<file path="src/rtl/bcd_display_driver.sv">
// bcd_display_driver: serial double-dabble binary-to-BCD converter feeding a registered,
// active-low seven-segment bank with leading-zero blanking and overflow dashes.
module bcd_display_driver #(
    parameter int NUM_DIGITS    = 4,
    parameter int BIN_WIDTH     = 14,
    parameter int BLANK_LEADING = 1
) (
    input  logic                    clk,
    input  logic                    reset,
    input  logic [BIN_WIDTH-1:0]    value,
    input  logic                    load,
    input  logic                    blank_all,
    output logic [7*NUM_DIGITS-1:0] hex_out,
    output logic                    busy,
    output logic                    done,
    output logic                    overflow
);
    localparam int CW = $clog2(BIN_WIDTH + 1);
    localparam int BW = 4 * NUM_DIGITS;
    localparam logic [6:0] BLANK = 7'b1111111;
    localparam logic [6:0] DASH  = 7'b0111111;

    function automatic logic [63:0] pow10(input int n);
        logic [63:0] r;
        r = 64'd1;
        for (int i = 0; i < n; i++) r = r * 64'd10;
        return r;
    endfunction

    // 64-bit limit so 10^8 and a 32-bit value compare without truncation
    localparam logic [63:0] LIMIT = pow10(NUM_DIGITS);

    function automatic logic [6:0] seg(input logic [3:0] d);
        case (d)
            4'd0:    seg = 7'b1000000;
            4'd1:    seg = 7'b1111001;
            4'd2:    seg = 7'b0100100;
            4'd3:    seg = 7'b0110000;
            4'd4:    seg = 7'b0011001;
            4'd5:    seg = 7'b0010010;
            4'd6:    seg = 7'b0000010;
            4'd7:    seg = 7'b1111000;
            4'd8:    seg = 7'b0000000;
            4'd9:    seg = 7'b0011000;
            default: seg = BLANK;
        endcase
    endfunction

    typedef enum logic [1:0] {IDLE, SHIFT, UPDATE} state_t;

    state_t                  state, state_nx;
    logic [BIN_WIDTH-1:0]    sh;
    logic [BW-1:0]           bcd, adj;
    logic [CW-1:0]           cnt;
    logic [7*NUM_DIGITS-1:0] disp, disp_nx;
    logic                    lead;

    always_ff @(posedge clk or posedge reset) begin
        if (reset) state <= IDLE;
        else       state <= state_nx;
    end

    always_comb begin
        state_nx = state;
        case (state)
            IDLE:    state_nx = load ? SHIFT : IDLE;
            SHIFT:   state_nx = (cnt == CW'(BIN_WIDTH - 1)) ? UPDATE : SHIFT;
            UPDATE:  state_nx = IDLE;
            default: state_nx = IDLE;
        endcase
    end

    always_comb begin
        adj = bcd;
        for (int k = 0; k < NUM_DIGITS; k++)
            adj[4*k +: 4] = (bcd[4*k +: 4] >= 4'd5) ? bcd[4*k +: 4] + 4'd3 : bcd[4*k +: 4];
    end

    // walk from the most significant digit so lead tracks "all zero so far"
    always_comb begin
        lead    = 1'b1;
        disp_nx = '1;
        for (int k = NUM_DIGITS - 1; k >= 0; k--) begin
            lead = lead && (bcd[4*k +: 4] == 4'd0);
            disp_nx[7*k +: 7] = overflow ? DASH :
                                (BLANK_LEADING != 0 && lead && k > 0) ? BLANK : seg(bcd[4*k +: 4]);
        end
    end

    always_ff @(posedge clk or posedge reset) begin
        if (reset) begin
            sh       <= '0;
            bcd      <= '0;
            cnt      <= '0;
            overflow <= 1'b0;
            disp     <= '1;
            done     <= 1'b0;
        end else begin
            done <= (state == UPDATE);
            if (state == IDLE && load) begin
                sh       <= value;
                bcd      <= '0;
                cnt      <= '0;
                overflow <= 64'(value) >= LIMIT;
            end
            if (state == SHIFT) begin
                bcd <= {adj[BW-2:0], sh[BIN_WIDTH-1]};
                sh  <= sh << 1;
                cnt <= cnt + 1'b1;
            end
            if (state == UPDATE) disp <= disp_nx;
        end
    end

    assign busy    = (state != IDLE);
    assign hex_out = blank_all ? '1 : disp;

endmodule

</file>
<file path="config.mk">
export PLATFORM = sky130hd
export DESIGN_NAME = bcd_display_driver
export DESIGN_NICKNAME = d
export VERILOG_FILES = /design/src/rtl/bcd_display_driver.sv
export SDC_FILE = /design/constraint.sdc
export NUM_CORES = 1
export LEC_CHECK = 0
export CAP_MARGIN = 5
export CELL_PAD_IN_SITES_DETAIL_PLACEMENT = 0
export CELL_PAD_IN_SITES_GLOBAL_PLACEMENT = 1
export CORE_ASPECT_RATIO = 0.7
export CORE_UTILIZATION = 42
export DETAILED_ROUTE_END_ITERATION = 10
export GPL_TIMING_DRIVEN = 0
export PLACE_DENSITY_LB_ADDON = 0.1
export SLEW_MARGIN = 30
export SYNTH_ARGS = -nofsm -noshare
export SYNTH_HDL_FRONTEND = slang
export SYNTH_SLANG_ARGS = --single-unit
</file>
<file path="constraint.sdc">
create_clock -name clk -period 2.65 [get_ports clk]
set_input_delay 0.53 -clock clk [delete_from_list [all_inputs] [get_ports clk]]
set_output_delay 0.53 -clock clk [all_outputs]
set_load 0.02 [all_outputs]
</file>
Word level (Yosys, flattened, before mapping)
Memory sizes are Yosys's and may differ from the RTL's. Cells that the tools add are included.

Bits in registers: 66. ROM bits: 448. Output and inout port bits: 31. Memories kept: 4.

$add $sub $neg: 5. $lt $le $gt $ge: 5. Equality and inequality tests: 3. Multiplexer cells: 21. Reductions and logical operators: 9.

Memories: (name not given) (words 16, bits a word 7, read ports 1, clocked after Yosys merged registers in 0, wr ports 0, RTL line 34) `case (d)`; (name not given) (words 16, bits a word 7, read ports 1, clocked after Yosys merged registers in 0, wr ports 0, RTL line 34); (name not given) (words 16, bits a word 7, read ports 1, clocked after Yosys merged registers in 0, wr ports 0, RTL line 34); (name not given) (words 16, bits a word 7, read ports 1, clocked after Yosys merged registers in 0, wr ports 0, RTL line 34).

Operator list (count): 7-bit two-way mux (7); 16-bit two-way mux (2); 14-bit two-way mux (2); 28-bit two-way mux (1); 4-bit two-way mux (5); 4-bit by 3-bit >= comparator with 1-bit output, second input constant (4); 14-bit >= comparator, second input constant (1); 4-bit by 2-bit adder with 4-bit output, second input constant (3); 4-bit logical NOT (3); 4-bit by 1-bit adder with 4-bit output, second input constant (1); 4-bit equality test, second input constant (1); 2-bit case mux with 2 select lines (1); 2-bit nonzero test (2); 3-bit by 2-bit adder with 3-bit output, second input constant (1); 1-bit logical AND (3); 3-bit two-way mux (1); 2-bit by 1-bit equality test with 1-bit output, second input constant (1); 2-bit equality test, second input constant (1); 2-bit logical NOT (1); 2-bit two-way mux (1); 1-bit two-way mux (1).

Longest topological paths before layout
Gate-level depths: netlist of the first run.

Depth after elaboration: 5. Gate-level depth with buffers: 6. Depth with buffers taken out: 6.

Least setup slack after synthesis of the first run
Ideal clock, no wire load.

Kind: reg-to-reg. From: reg bcd[9]. To: reg bcd[10]. Arrival time: 1525 ps. Required time: 2567 ps. Path slack: 1042 ps. Cell stages (with the launch flop): 7. Buffers on the path: 0. Cell sequence: dfrtp_1 inv_1 ha_1 nand2b_1 a21oi_1 mux2_2 o21ai_0.

Word-level cells in the longest chain between the ends: 3. Elaborated cells on any way between the ends: 4. Classes of those cells: add/sub (1); order compare (1); mux (2).

Ends and longest elaborated chain: from (decl) (RTL line 53) `logic [BW-1:0] bcd, adj;`; from (signal assigned) (RTL line 107) `bcd <= {adj[BW-2:0], sh[BIN_WIDTH-1]};`; 4-bit by 2-bit adder with 4-bit output / 4-bit by 3-bit >= comparator with 1-bit output (equally long branches) (RTL line 76) `adj[4*k +: 4] = (bcd[4*k +: 4] >= 4'd5) ? bcd[4*k +: 4] + 4'd3 : bcd[4*k +: 4];`; 4-bit two-way mux (*) (RTL line 76); 16-bit two-way mux (*) (RTL line 106) `if (state == SHIFT) begin`.

Mark *: on every way between the ends. The rest lies on a longest branch, timed or not. A chain may end at the register's enable or synchronous reset.

Worst setup path after layout of the first run
From: in blank_all. To: out hex_out[6].

Word-level cells in the longest chain between the ends: 1.

Ends and longest elaborated chain: from (decl) (RTL line 12) `input logic blank_all,`; 28-bit two-way mux (RTL line 116) `assign hex_out = blank_all ? '1 : disp;`; to (decl) (RTL line 13) `output logic [7*NUM_DIGITS-1:0] hex_out,`.

No other way between the ends.

==> results.yml, run 1 <==
grt:
  grt-ovfl-total: 0
  via_count_of_the_first_global_routing_pass: 3088
  grt_first_pass_wirelength_mm: 16.2
  grt_max_degree: 51
  antenna_found_initial: 0
  track_usage_pct: 22.4
setup_path:
  end_kind: "output pin"
  timing.critical_path.from_type: "input pin"
  max_stage_delay_ns: 0.54
  worstPathCellList: "dlygate4sd2_1 -> clkbuf_2 -> or2_2 -> clkdlybuf4s50_1"
  cp_data_arrival_time_ns: 1.95
  required_ns: 2.12
  worst_path_max_delay_cell: "sky130_fd_sc_hd__clkdlybuf4s50_1"
  timing.critical_path.fanout_max: 10
  timing.setup.critical_path_class: "input pin to output pin"
floorplanning:
  core-area_um2: 8690
  die-area_um2: 9610
  num_io_pins: 49
  starting_density_pct: 44.5
  die-width_um: 117
  die_height_um: 82.3
  row_count: 28
route:
  wl_per_cell_um: 15.6
  route.detailed.vias_per_inst: 5.22
  first_pass_iters: 4
  detail_route.drc_violations: 0
  wl_mm: 9.67
  num_vias: 3224
  route.antenna.remaining_nets: 0
  drt-initial-drc-count: 186
sta:
  rsz0062_at_grt: "no"
  timing.slew.headroom_pct: 65.8
  timing.final.crit_share_pct: 93.7
  timing.clock.skew_ns: 0.00449
  achievable-frequency_mhz: 403
  final_period_minus_worst_setup_slack_ns: 2.48
  max_transition_viols_final: 0
  worst-slew-pin-transition_ns: 0.509
  finalHoldViolCount: 0
  final-setup-viol-count: 0
finish:
  post-route-cell-area_um2: 4850
  num_antenna_cells: 0
  areaGrowthSynthToFinish_pct: 25.5
  fin_cells: 618
  final_layout_size_suffix_gt1_share_pct: 19.9
  finalNetCount: 533
placed_design:
  dp.cells: 602
  dp_hpwl_mm: 7.03
  post_dp_cell_area_um2: 4530
  gp_routability_congestion: 0.857
  port_buffers: 48
clock_tree:
  cts-root-buf: "sky130_fd_sc_hd__clkbuf_16"
  clkLatencyLatePin_ns: 0.32
  tritoncts.num_buffers: 9
  cts_num_sinks: 66
  htree_levels: 3
  number_of_buffers_between_clock_root_and_the_deepest_sink: 2
  cts_tree: "done"
  postCtsSetupRepairBufs: 0
  clock_slew_at_reported_path_ffs_ns: 0.05
power_and_ir_drop:
  swShare_pct: 39.1
  power.leakage_nw: 2.09
  p_int_mw: 3.71
  pwr_density_cell_nw_per_um2: 1260
  power.share.combinational_pct: 47.0
  p_seq_share_pct: 32.1
  totalPowerFinal_mw: 6.10
  total_switching_power_mw: 2.38
  clock_power_share_pct: 20.9
  peakVddDrop_v: 0.000370
yosys:
  synthDominantAreaCellType: "sky130_fd_sc_hd__dfrtp_1"
  synth.cell_area_um2: 3870
  avgSynthCellArea_um2: 8.93
  synth_top_area_cells: "sky130_fd_sc_hd__dfrtp_1, sky130_fd_sc_hd__dfstp_2, sky130_fd_sc_hd__ha_1, sky130_fd_sc_hd__o21ai_0, sky130_fd_sc_hd__a21oi_1"
  post_syn_nets: 473
  post_synth_num_cell_types: 43
  synth_edf_count: 0
  sequential_area_share_after_synthesis_pct: 43.6
  async_reset_ff_share_pct: 100
  synth_ff_type: "sky130_fd_sc_hd__dfrtp_1"
  synth-seq-cells: 66
  synthCells: 433
  number_of_warning_messages_in_the_yosys_log: 0
  synth_top_area_share_pct: 24.6
run_status:
  outcome: "complete, no violations"
flow_run:
  cap_viol_max_count: 0
worst_hold_path:
  timing.hold.worst.class: "flop to flop"
logic make-up (layout without fill, tap and decap cells):
logic type      Yosys count  after routing  synth area share [%]
mux                       4              4                  1.16
xor+xnor                  5              5                  1.13
simple gates            165            165                  22.4
buf+inv                  46            111                  5.21
flops                    66             66                  43.6
fa+ha+maj                22             22                  7.12
compound gates          125            125                  19.4
cells in the mapped netlist (3+ instances only):
cell,number
sky130_fd_sc_hd__a21o_1,3
sky130_fd_sc_hd__a21oi_1,38
sky130_fd_sc_hd__a22o_1,5
sky130_fd_sc_hd__a31oi_1,11
sky130_fd_sc_hd__and3b_1,13
sky130_fd_sc_hd__buf_2,15
sky130_fd_sc_hd__clkbuf_1,9
sky130_fd_sc_hd__dfrtp_1,38
sky130_fd_sc_hd__dfstp_2,28
sky130_fd_sc_hd__ha_1,22
sky130_fd_sc_hd__inv_1,18
sky130_fd_sc_hd__mux2_2,4
sky130_fd_sc_hd__nand2_1,44
sky130_fd_sc_hd__nand2b_1,8
sky130_fd_sc_hd__nand3_1,17
sky130_fd_sc_hd__nor2_1,34
sky130_fd_sc_hd__nor3_1,7
sky130_fd_sc_hd__nor3b_1,4
sky130_fd_sc_hd__o211ai_1,5
sky130_fd_sc_hd__o21ai_0,42
sky130_fd_sc_hd__o22a_1,8
sky130_fd_sc_hd__or2_2,28
sky130_fd_sc_hd__xnor2_1,5
routing by layer:
| metal | wire [µm] | global-route usage [%] | vias up |
|---|---|---|---|
| met3 | 404 | 4.31 | 2 |
| met4 | 31 | 6.84 | 0 |
| li1 | - | - | 1631 |
| met1 | 5080 | 32.7 | 1533 |
| met2 | 4160 | 33.4 | 58 |
| met5 | 0 | 0 | - |
critical path, delay by kind of cell:
kind          cells  cell delay, ns
simple gates      1            0.33
buf+inv           3            1.09
flip-flops by register name, summed over array words and instances, names as in the netlist:
signal    count
disp         28
bcd          16
sh           14
cnt           4
state         2
done          1
overflow      1
worst paths after layout:
check | start | to | slack [ns] | cells past startpoint
min in group asynchronous | reset | sh[2]$_DFFE_PP0P_ | 0.49 | 2
worst min register to register | cnt[3]$_DFFE_PP0P_ | cnt[3]$_DFFE_PP0P_ | 0.47 | 1
worst min-delay path | cnt[3]$_DFFE_PP0P_ | cnt[3]$_DFFE_PP0P_ | 0.47 | 1
worst max register to register | bcd[13]$_DFFE_PP0P_ | disp[8]$_DFFE_PP1P_ | 0.73 | 6
worst max-delay path | blank_all | hex_out[6] | 0.17 | 4
max in group asynchronous | reset | disp[6]$_DFFE_PP1P_ | 1.58 | 3
cells in the final DEF, fill, tap and decap left out, types with 3 or more instances in the layout:
cell type / count
sky130_fd_sc_hd__a21o_1: 3
sky130_fd_sc_hd__a21oi_1: 38
sky130_fd_sc_hd__a22o_1: 5
sky130_fd_sc_hd__a31oi_1: 11
sky130_fd_sc_hd__and3b_1: 13
sky130_fd_sc_hd__buf_2: 15
sky130_fd_sc_hd__clkbuf_1: 8
sky130_fd_sc_hd__clkbuf_16: 9
sky130_fd_sc_hd__clkdlybuf4s50_1: 47
sky130_fd_sc_hd__dfrtp_1: 38
sky130_fd_sc_hd__dfstp_2: 28
sky130_fd_sc_hd__ha_1: 22
sky130_fd_sc_hd__inv_1: 17
sky130_fd_sc_hd__mux2_2: 4
sky130_fd_sc_hd__nand2_1: 44
sky130_fd_sc_hd__nand2b_1: 8
sky130_fd_sc_hd__nand3_1: 17
sky130_fd_sc_hd__nor2_1: 34
sky130_fd_sc_hd__nor3_1: 7
sky130_fd_sc_hd__nor3b_1: 4
sky130_fd_sc_hd__o211ai_1: 5
sky130_fd_sc_hd__o21ai_0: 42
sky130_fd_sc_hd__o22a_1: 8
sky130_fd_sc_hd__or2_2: 28
sky130_fd_sc_hd__xnor2_1: 5
cell type report:
type,instances,area [µm²]
clock inverter,5,77.6
clock buffer,11,243
tap,120,150
buffer,27,133
fill,839,3830
multi-input combinational,321,1980
timing repair buffer,49,507
sequential,66,1690
inverter,19,76.3
stage by stage:
step / setup slack, ns / hold WS [ns] / setup TNS, ns / util (%)
after global placement: -0.736 / 0.466 / -34.12 / 51.8
after detailed placement: -0.232 / 0.466 / -4.00 / 52.1
after floorplan: 0.512 / 0.446 / 0 / -
after CTS: 0.171 / 0.475 / 0 / 55.9
after global routing: 0.106 / 0.501 / 0 / 55.9
final: 0.167 / 0.471 / 0 / 55.9
power groups by stage:
| stage | Combinational [mW] | Clock [mW] | Sequential [mW] |
|---|---|---|---|
| after floorplan | 2.05 | 0 | 1.87 |
| after global placement | 2.78 | 0 | 1.95 |
| after detailed placement | 2.83 | 0 | 1.97 |
| after CTS | 2.86 | 1.30 | 1.96 |
| after global routing | 3.21 | 1.35 | 2.03 |
| final | 2.86 | 1.27 | 1.96 |
timing repair:
item | CTS | global route
resized for setup | 4 | 0
setup endpoints to repair | 20 | 0
hold buffers | 0 | 0
Power figures use the tool's default switching activity.
==> run 2: changes to the inputs <==
--- a/config.mk
+++ b/config.mk
@@ -5,10 +5,11 @@
 export SDC_FILE = /design/constraint.sdc
 export NUM_CORES = 1
 export LEC_CHECK = 0
+export ABC_CLOCK_PERIOD_IN_PS = 2650
 export CAP_MARGIN = 5
 export CELL_PAD_IN_SITES_DETAIL_PLACEMENT = 0
 export CELL_PAD_IN_SITES_GLOBAL_PLACEMENT = 1
-export CORE_ASPECT_RATIO = 0.7
+export CORE_ASPECT_RATIO = 1.25
 export CORE_UTILIZATION = 42
 export DETAILED_ROUTE_END_ITERATION = 10
 export GPL_TIMING_DRIVEN = 0
==> run 2 against run 1 <==
Net effect: total power down 8.1%; register-to-register slack better by 0.07 ns; sequential power about the same; utilization down 2.1 points; combinational power down 2%.
==> results.yml, run 2 (synthesized netlist as in run 1, its figures left out) <==
floorplanning:
  die-area_um2: 9600
  row_count: 38
  core-area_um2: 8800
  die_height_um: 109
  starting_density_pct: 44.0
  die-width_um: 87.8
  num_io_pins: 49
finish:
  fin_util_pct: 53.8
  reg_top3: "disp x28, bcd x16, sh x14"
  seq_area_um2: 1690
  fin_cells: 618
  largest_reg_flops: 28
  final_layout_size_suffix_gt1_share_pct: 19.5
  num_antenna_cells: 0
  multi_input_comb_area_um2: 1980
  areaGrowthSynthToFinish_pct: 22.2
  largest_register: "disp"
  num-fill-cells: 848
  top_library_cells_by_usage_in_the_layout_fill_and_taps_aside: "sky130_fd_sc_hd__clkdlybuf4s50_1, sky130_fd_sc_hd__nand2_1, sky130_fd_sc_hd__o21ai_0"
  finalNetCount: 533
  post-route-cell-area_um2: 4730
  leading_cell_type_in_the_layout_fill_and_taps_excluded: "sky130_fd_sc_hd__clkdlybuf4s50_1"
power_and_ir_drop:
  peakVddDrop_v: 0.000467
  power.leakage_nw: 2.04
  totalPowerFinal_mw: 5.60
  pwr_density_cell_nw_per_um2: 1190
setup_path:
  timing.critical_path.from_type: "input pin"
  worst_r2r_startpoint: "bcd[12]$_DFFE_PP0P_"
  timing.critical_path.fanout_max: 10
  regToRegSetupSlack_ns: 0.80
  required_ns: 2.12
  end_kind: "output pin"
  cp_data_arrival_time_ns: 1.93
  timing.setup.critical_path_class: "input pin to output pin"
  r2r-end: "disp[12]$_DFFE_PP1P_"
  r2r_cells: 6
sta:
  timing.final.crit_share_pct: 92.9
  final_hold_slack_ns: 0.481
  finalHoldViolCount: 0
  rsz0062_at_grt: "no"
  timing.slew.headroom_pct: 63.1
  max_transition_viols_final: 0
  final_period_minus_worst_setup_slack_ns: 2.46
  worst-slew-pin-transition_ns: 0.553
  timing.clock.skew_ns: 0.0124
  final-setup-viol-count: 0
  achievable-frequency_mhz: 406
clock_tree:
  tritoncts.num_buffers: 9
  cts_num_sinks: 66
  cts_tree: "done"
  cts_hold_repair.buffers: 0
  number_of_buffers_between_clock_root_and_the_deepest_sink: 2
  clkLatencyLatePin_ns: 0.36
  clock_slew_at_reported_path_ffs_ns: 0.07
  cts-root-buf: "sky130_fd_sc_hd__clkbuf_8"
  htree_levels: 3
grt:
  antenna_found_initial: 0
  grt_max_degree: 44
  grt-ovfl-total: 0
  track_usage_pct: 21.0
  via_count_of_the_first_global_routing_pass: 3024
  grt_first_pass_wirelength_mm: 15.1
route:
  drt-initial-drc-count: 105
  detail_route.drc_violations: 0
  route.detailed.vias_per_inst: 5.18
  num_vias: 3199
  wl_per_cell_um: 14.5
  route.antenna.remaining_nets: 0
  first_pass_iters: 4
  wl_mm: 8.98
placed_design:
  post_dp_cell_area_um2: 4530
  dp.cells: 602
  gp_routability_congestion: 0.793
  port_buffers: 48
  dp_hpwl_mm: 6.47
flow_run:
  cap_viol_max_count: 0
worst_hold_path:
  timing.hold.worst.class: "input pin to async pin"
run_status:
  outcome: "complete, no violations"
## run 2: worst max-delay path by stage
stage               startpoint                  to  depth (start not counted)
floorplan                reset  bcd[0]$_DFFE_PP0P_                          1
global placement         reset  bcd[3]$_DFFE_PP0P_                          2
detailed placement   blank_all          hex_out[9]                          4
CTS                  blank_all          hex_out[9]                          4
global route         blank_all         hex_out[11]                          4
finish               blank_all          hex_out[9]                          4
## run 2: what timing repair did
| action | 4_1_cts | 5_1_grt |
|---|---|---|
| endpoints found under the setup margin | 20 | 0 |
| gates resized for setup | 3 | 0 |
| hold endpoints to repair | 0 | 0 |
| setup buffers | 0 | 0 |
## run 2: per-layer routing
layer | vias up | GRT usage, % | part of all wire [%]
met4 | 0 | 10.5 | 2.3
met2 | 49 | 35.0 | 50
met3 | 12 | 2.70 | 2.1
met1 | 1510 | 26.7 | 46
met5 | - | 0 | 0
li1 | 1628 | - | -
## run 2: final cells by class
| type | instances | share of cell area, % |
|---|---|---|
| repair buffers | 49 | 10.7 |
| plain buffers | 27 | 2.75 |
| multi-input cells | 321 | 41.9 |
| clock inverters | 2 | 0.741 |
| flip-flops and latches | 66 | 35.7 |
| well taps | 120 | 3.18 |
| inverters | 19 | 1.61 |
| clock buffers | 14 | 3.44 |
## run 2: report_power, final
| group | internal [mW] | total (mW) | switching, mW |
|---|---|---|---|
| Combinational | 1.25 | 2.79 | 1.54 |
| Sequential | 1.61 | 1.94 | 0.328 |
| Clock | 0.486 | 0.879 | 0.393 |
## run 2: per-stage QoR
step                      setup WS, ns  setup TNS, ns
final                            0.188              0
after global placement          -0.706         -32.34
after floorplan                  0.512              0
after CTS                        0.170              0
after detailed placement        -0.206          -3.62
after global routing             0.122              0
## run 2: worst max-delay path, stage by stage
cell	delay, ns
sky130_fd_sc_hd__dlygate4sd2_1	0.32
sky130_fd_sc_hd__clkbuf_2	0.21
sky130_fd_sc_hd__or2_2	0.31
sky130_fd_sc_hd__clkdlybuf4s50_1	0.55
==> RTL edit 1, RTL diff (flow settings as in run 2) <==
`NUM_DIGITS`: 4 -> 5.
--- a/src/rtl/bcd_display_driver.sv
+++ b/src/rtl/bcd_display_driver.sv
@@ -1,7 +1,7 @@
 // bcd_display_driver: serial double-dabble binary-to-BCD converter feeding a registered,
 // active-low seven-segment bank with leading-zero blanking and overflow dashes.
 module bcd_display_driver #(
-    parameter int NUM_DIGITS    = 4,
+    parameter int NUM_DIGITS    = 5,
     parameter int BIN_WIDTH     = 14,
     parameter int BLANK_LEADING = 1
 ) (
Interface: changed (resized hex_out); port bits go from 49 to 56. The function was not compared with the original's and may differ.
==> RTL edit 1 against run 2 <==
Critical path type unchanged; critical path depth unchanged; final cell count up 18%; global-route usage up 0.64 points; utilization down 0.45 points; routed wire length up 25%; total power up 22%; worst setup slack worse by 0.12 ns; sequential share of layout area down 1.3 points; area after synthesis up 18%; design area up 20%; sequential cell count up 10; synthesized cell count up 22%.
==> RTL edit 1: results (changes against run 2) <==
routed len/inst 15.4 um (+6.2%); synth unique cells 50 (+16%); Iter 0 DRT Violations 208 (+98%); Static Leak 2.38 nW (+17%); Peak VDD IR 0.000468 V (+0.21%); via count 3864 (+21%); metal3 WL 443 um (+130%); # nets final 639 (+20%); Synth top cells by count nand2_1 (70), o21ai_0 (60), a21oi_1 (45); CTS max path bufs 2 (unchanged); TritonCTS Buffers 9 (unchanged); clk_lat worst skew 0.34 ns (-0.02 ns); clock transition at the registers of the reported paths 0.06 ns; HP Start disp[22]; Worst path max stage delay 0.63 ns (+0.08 ns); H-tree levels 3 (unchanged); syn_nets 573 (+21%); Worst Skew 0.00589 ns (-0.00647 ns); worst reg2reg setup slack 0.53 ns (-0.27 ns); final HPWL from detailed placement 8070 um (+25%); GP Congestion 0.867 (+9.3%); initial antenna violation count 0 (unchanged); DR WL met2 5670 um (+27%); GR Util met2 0.360 (+0.0103); Worst path slowest cell clkdlybuf4s50_1; Top delay family on crit path buffers and inverters; Hold WS 0.453 ns (-0.0277 ns); Worst R2R End disp[14]; number of diodes 0 (unchanged); top post-synthesis cells by area dfrtp_1 (22%), dfstp_2 (20%), ha_1 (7.7%); GRT met1 Usage 0.278 (+0.0108); largest net degree at the start of global routing 47 (+6.8%); count of input and output buffers 54 (+13%); share of cells above drive strength 1 0.179 (-0.0158); status complete, no violations; 1st-pass router iterations 4 (unchanged); worst r2r path cells 6 (unchanged); gr usage total 0.216 (+0.00636); Min-Delay Path Class flop to flop; GR Util met3 0.0309 (+0.00386); global-route wire length before repair 18700 um (+23%); Worst EP arrival 2.06 ns (+0.13 ns); Ys Warns 0 (unchanged); Top Layer Used met4; post-synthesis sequential area ratio 0.425 (-0.0111); vias in the first global route 3733 (+23%); Worst Path Max Fanout 10 (unchanged); Slew @ Worst Pin 0.650 ns (+0.0966 ns); top flop regs disp: 35 flops, bcd: 20 flops, sh: 14 flops; R2R Path Start bcd[13]; fill count 1010 (+19%); Cells on Worst Hold Path 2; Setup WS pre-CTS -0.483 ns (-0.277 ns); root buffer cell clkbuf_16; met1 wire length 4900 um (+19%)
## RTL edit 1: worst max-delay path by stage
stage	startpoint	to	slack, ns	depth (start not counted)
after floorplan	reset	bcd[0]	0.24	1
after global placement	reset	done	-1.14	2
after detailed placement	blank_all	hex_out[33]	-0.48	4
after CTS	blank_all	hex_out[33]	0.06	4
after global routing	blank_all	hex_out[33]	0.005	4
final	blank_all	hex_out[33]	0.06	4
## RTL edit 1: power by group
part,internal (W),switching (W)
Clock,0.000899,0.000490
Sequential,0.00175,0.000382
Combinational,0.00139,0.00192
## RTL edit 1: cell type report
class | instances | area share
Clock inverter | 4 | 0.0124
Clock buffer | 12 | 0.0471
Sequential cell | 76 | 0.344
Tap cell | 132 | 0.0292
Multi-Input combinational cell | 389 | 0.421
Timing Repair Buffer | 55 | 0.100
Inverter | 27 | 0.0184
Buffer | 35 | 0.0276
## RTL edit 1: worst reg2reg max path, cell delays in order (launching register included)
cell	delay, ns
dfrtp_1	0.50
inv_1	0.12
ha_1	0.28
nand4bb_2	0.22
nor3_4	0.09
a2111oi_0	0.61
o21ai_0	0.19
## RTL edit 1: kinds of logic after synthesis
logic type	share of synthesized area
AO/OA/AOI/OAI	0.201
flip-flops	0.425
XOR/XNOR	0.0115
adder cells (fa/ha/maj)	0.0765
multiplexers	0.00683
other	0.000819
buffers and inverters	0.0546
AND/OR/NAND/NOR	0.224
## RTL edit 1: what timing repair did
item / CTS / global route
hold endpoints to repair: 0 / 0
gates resized for setup: 5 / 0
endpoints found under the setup margin: 30 / 0
hold buffers: 0 / 0
setup buffers: 0 / 0
## RTL edit 1: per-stage QoR
step                      area (um^2)  std cells
after floorplan                  4580        527
after global placement           5290        713
after detailed placement         5320        714
after CTS                        5660        730
after global routing             5660        730
final                            5660        730
==> RTL edit 2, RTL diff (flow settings as in run 2) <==
Made on the original files. Re-encode `state_t` (3 states) as one-hot, 3 bits wide.
--- a/src/rtl/bcd_display_driver.sv
+++ b/src/rtl/bcd_display_driver.sv
@@ -46,7 +46,7 @@
         endcase
     endfunction
 
-    typedef enum logic [1:0] {IDLE, SHIFT, UPDATE} state_t;
+    typedef enum logic [2:0] {IDLE = 3'b001, SHIFT = 3'b010, UPDATE = 3'b100} state_t;
 
     state_t                  state, state_nx;
     logic [BIN_WIDTH-1:0]    sh;
Check against the original RTL: no difference found for any inputs over 10 cycles, from zero or initial values and one cycle with reset high; not proved beyond that.
==> RTL edit 2 against run 2 <==
Worst setup slack got worse by 0.034 ns; routed wire length rose by 1.1%; non-clock buffer count did not move; design area rose by 3.2%; via count fell by 1.6%; area after synthesis rose by 2.0%; die area increased by 2.0%; register-to-register slack better by 0.04 ns; fmax fell by 1.4%; sequential cell count up 1; critical endpoint is now hex_out[6]; largest cell class unchanged; highest routed layer unchanged.
Power is not compared: it rests on default switching activity, and its combinational part moved more than twofold at a synthesized area within 25%.
==> RTL edit 2: results (changes against run 2) <==
metal3 WL 300 um (+59%); placed cells 592 (-1.7%); complex-gate fraction of the synthesized area 0.189 (-0.00477); final worst-path cycle share 0.942 (+0.0130); GP Congestion 0.862 (+8.7%); clk_buf instances 15 (+1); worst reg2reg setup slack 0.84 ns (+0.04 ns); post-synthesis sequential area ratio 0.434 (-0.00191); fraction of area in multi-input gates 0.414 (-0.00443); max_slew headroom 0.653 (+0.0216); Worst Skew 0.00802 ns (-0.00434 ns); adder and majority gate portion of the synthesized area 0.0698 (-0.00140); Worst path max stage delay 0.53 ns (-0.02 ns); root buffer cell clkbuf_16; Final clock-cell share 0.0600 (+0.0182); # nets final 520 (-2.4%); non-clk buf share 0.130 (-0.00466); Setup WS pre-CTS -0.287 ns (-0.0813 ns); post-synthesis xor/xnor area fraction 0.0111 (-0.000223); Hold WS 0.469 ns (-0.0117 ns); post-cts gate resize count 24 (+21); status complete, no violations; clk_lat worst skew 0.33 ns (-0.03 ns); via/cell ratio 5.18 (about the same); fill count 870 (+2.6%); DRT Wirelength 9080 um (+1.1%); Worst EP arrival 1.97 ns (+0.04 ns); synth unique cells 54 (+26%); final core area utilization 0.535 (-0.00293); Non-clock inverters 16 (-3); final HPWL from detailed placement 6550 um (+1.3%); multi-input logic area 2020 um^2 (+2.1%); mux cell area share after synthesis 0.0482 (+0.0365); largest net degree at the start of global routing 41 (-6.8%); mean post-synth cell area 9.40 um^2 (+5.2%); DR WL met2 4590 um (+2.6%); number of sequential cells 67 (+1.5%)
RTL edit 2: cell types whose count changed after synthesis, moves of 3 or more:
cell     before  now
mux2i_1       0   19
a21oi_1      38   23
nand3_1      17    2
and3b_1      13    0
o21ai_1       1    6
a31oi_1      11    7
buf_6         0    4
mux2_2        4    0
a22o_1        5    8
inv_1        18   15
nor2_1       34   31
nor3_1        7    4
nor3_2        0    3
o22ai_1       0    3
RTL edit 2: power by group through the flow:
stage,registers [W],logic [W],clock network (W)
after detailed placement,0.00134,0.00110,0
after floorplan,0.00132,0.000764,0
after CTS,0.00133,0.00110,0.00119
final,0.00133,0.00108,0.00115
after global routing,0.00135,0.00121,0.00123
after global placement,0.00134,0.00108,0
RTL edit 2: worst max-delay path: cells and delay by family:
family	cells	cell delay [ns]
buffers and inverters	3	1.11
AND/OR/NAND/NOR	1	0.33
RTL edit 2: metal layers:
layer	track usage	vias up
li1	-	1580
met1	0.262	1492
met2	0.359	65
met3	0.0372	12
met4	0.0783	0
met5	0	-
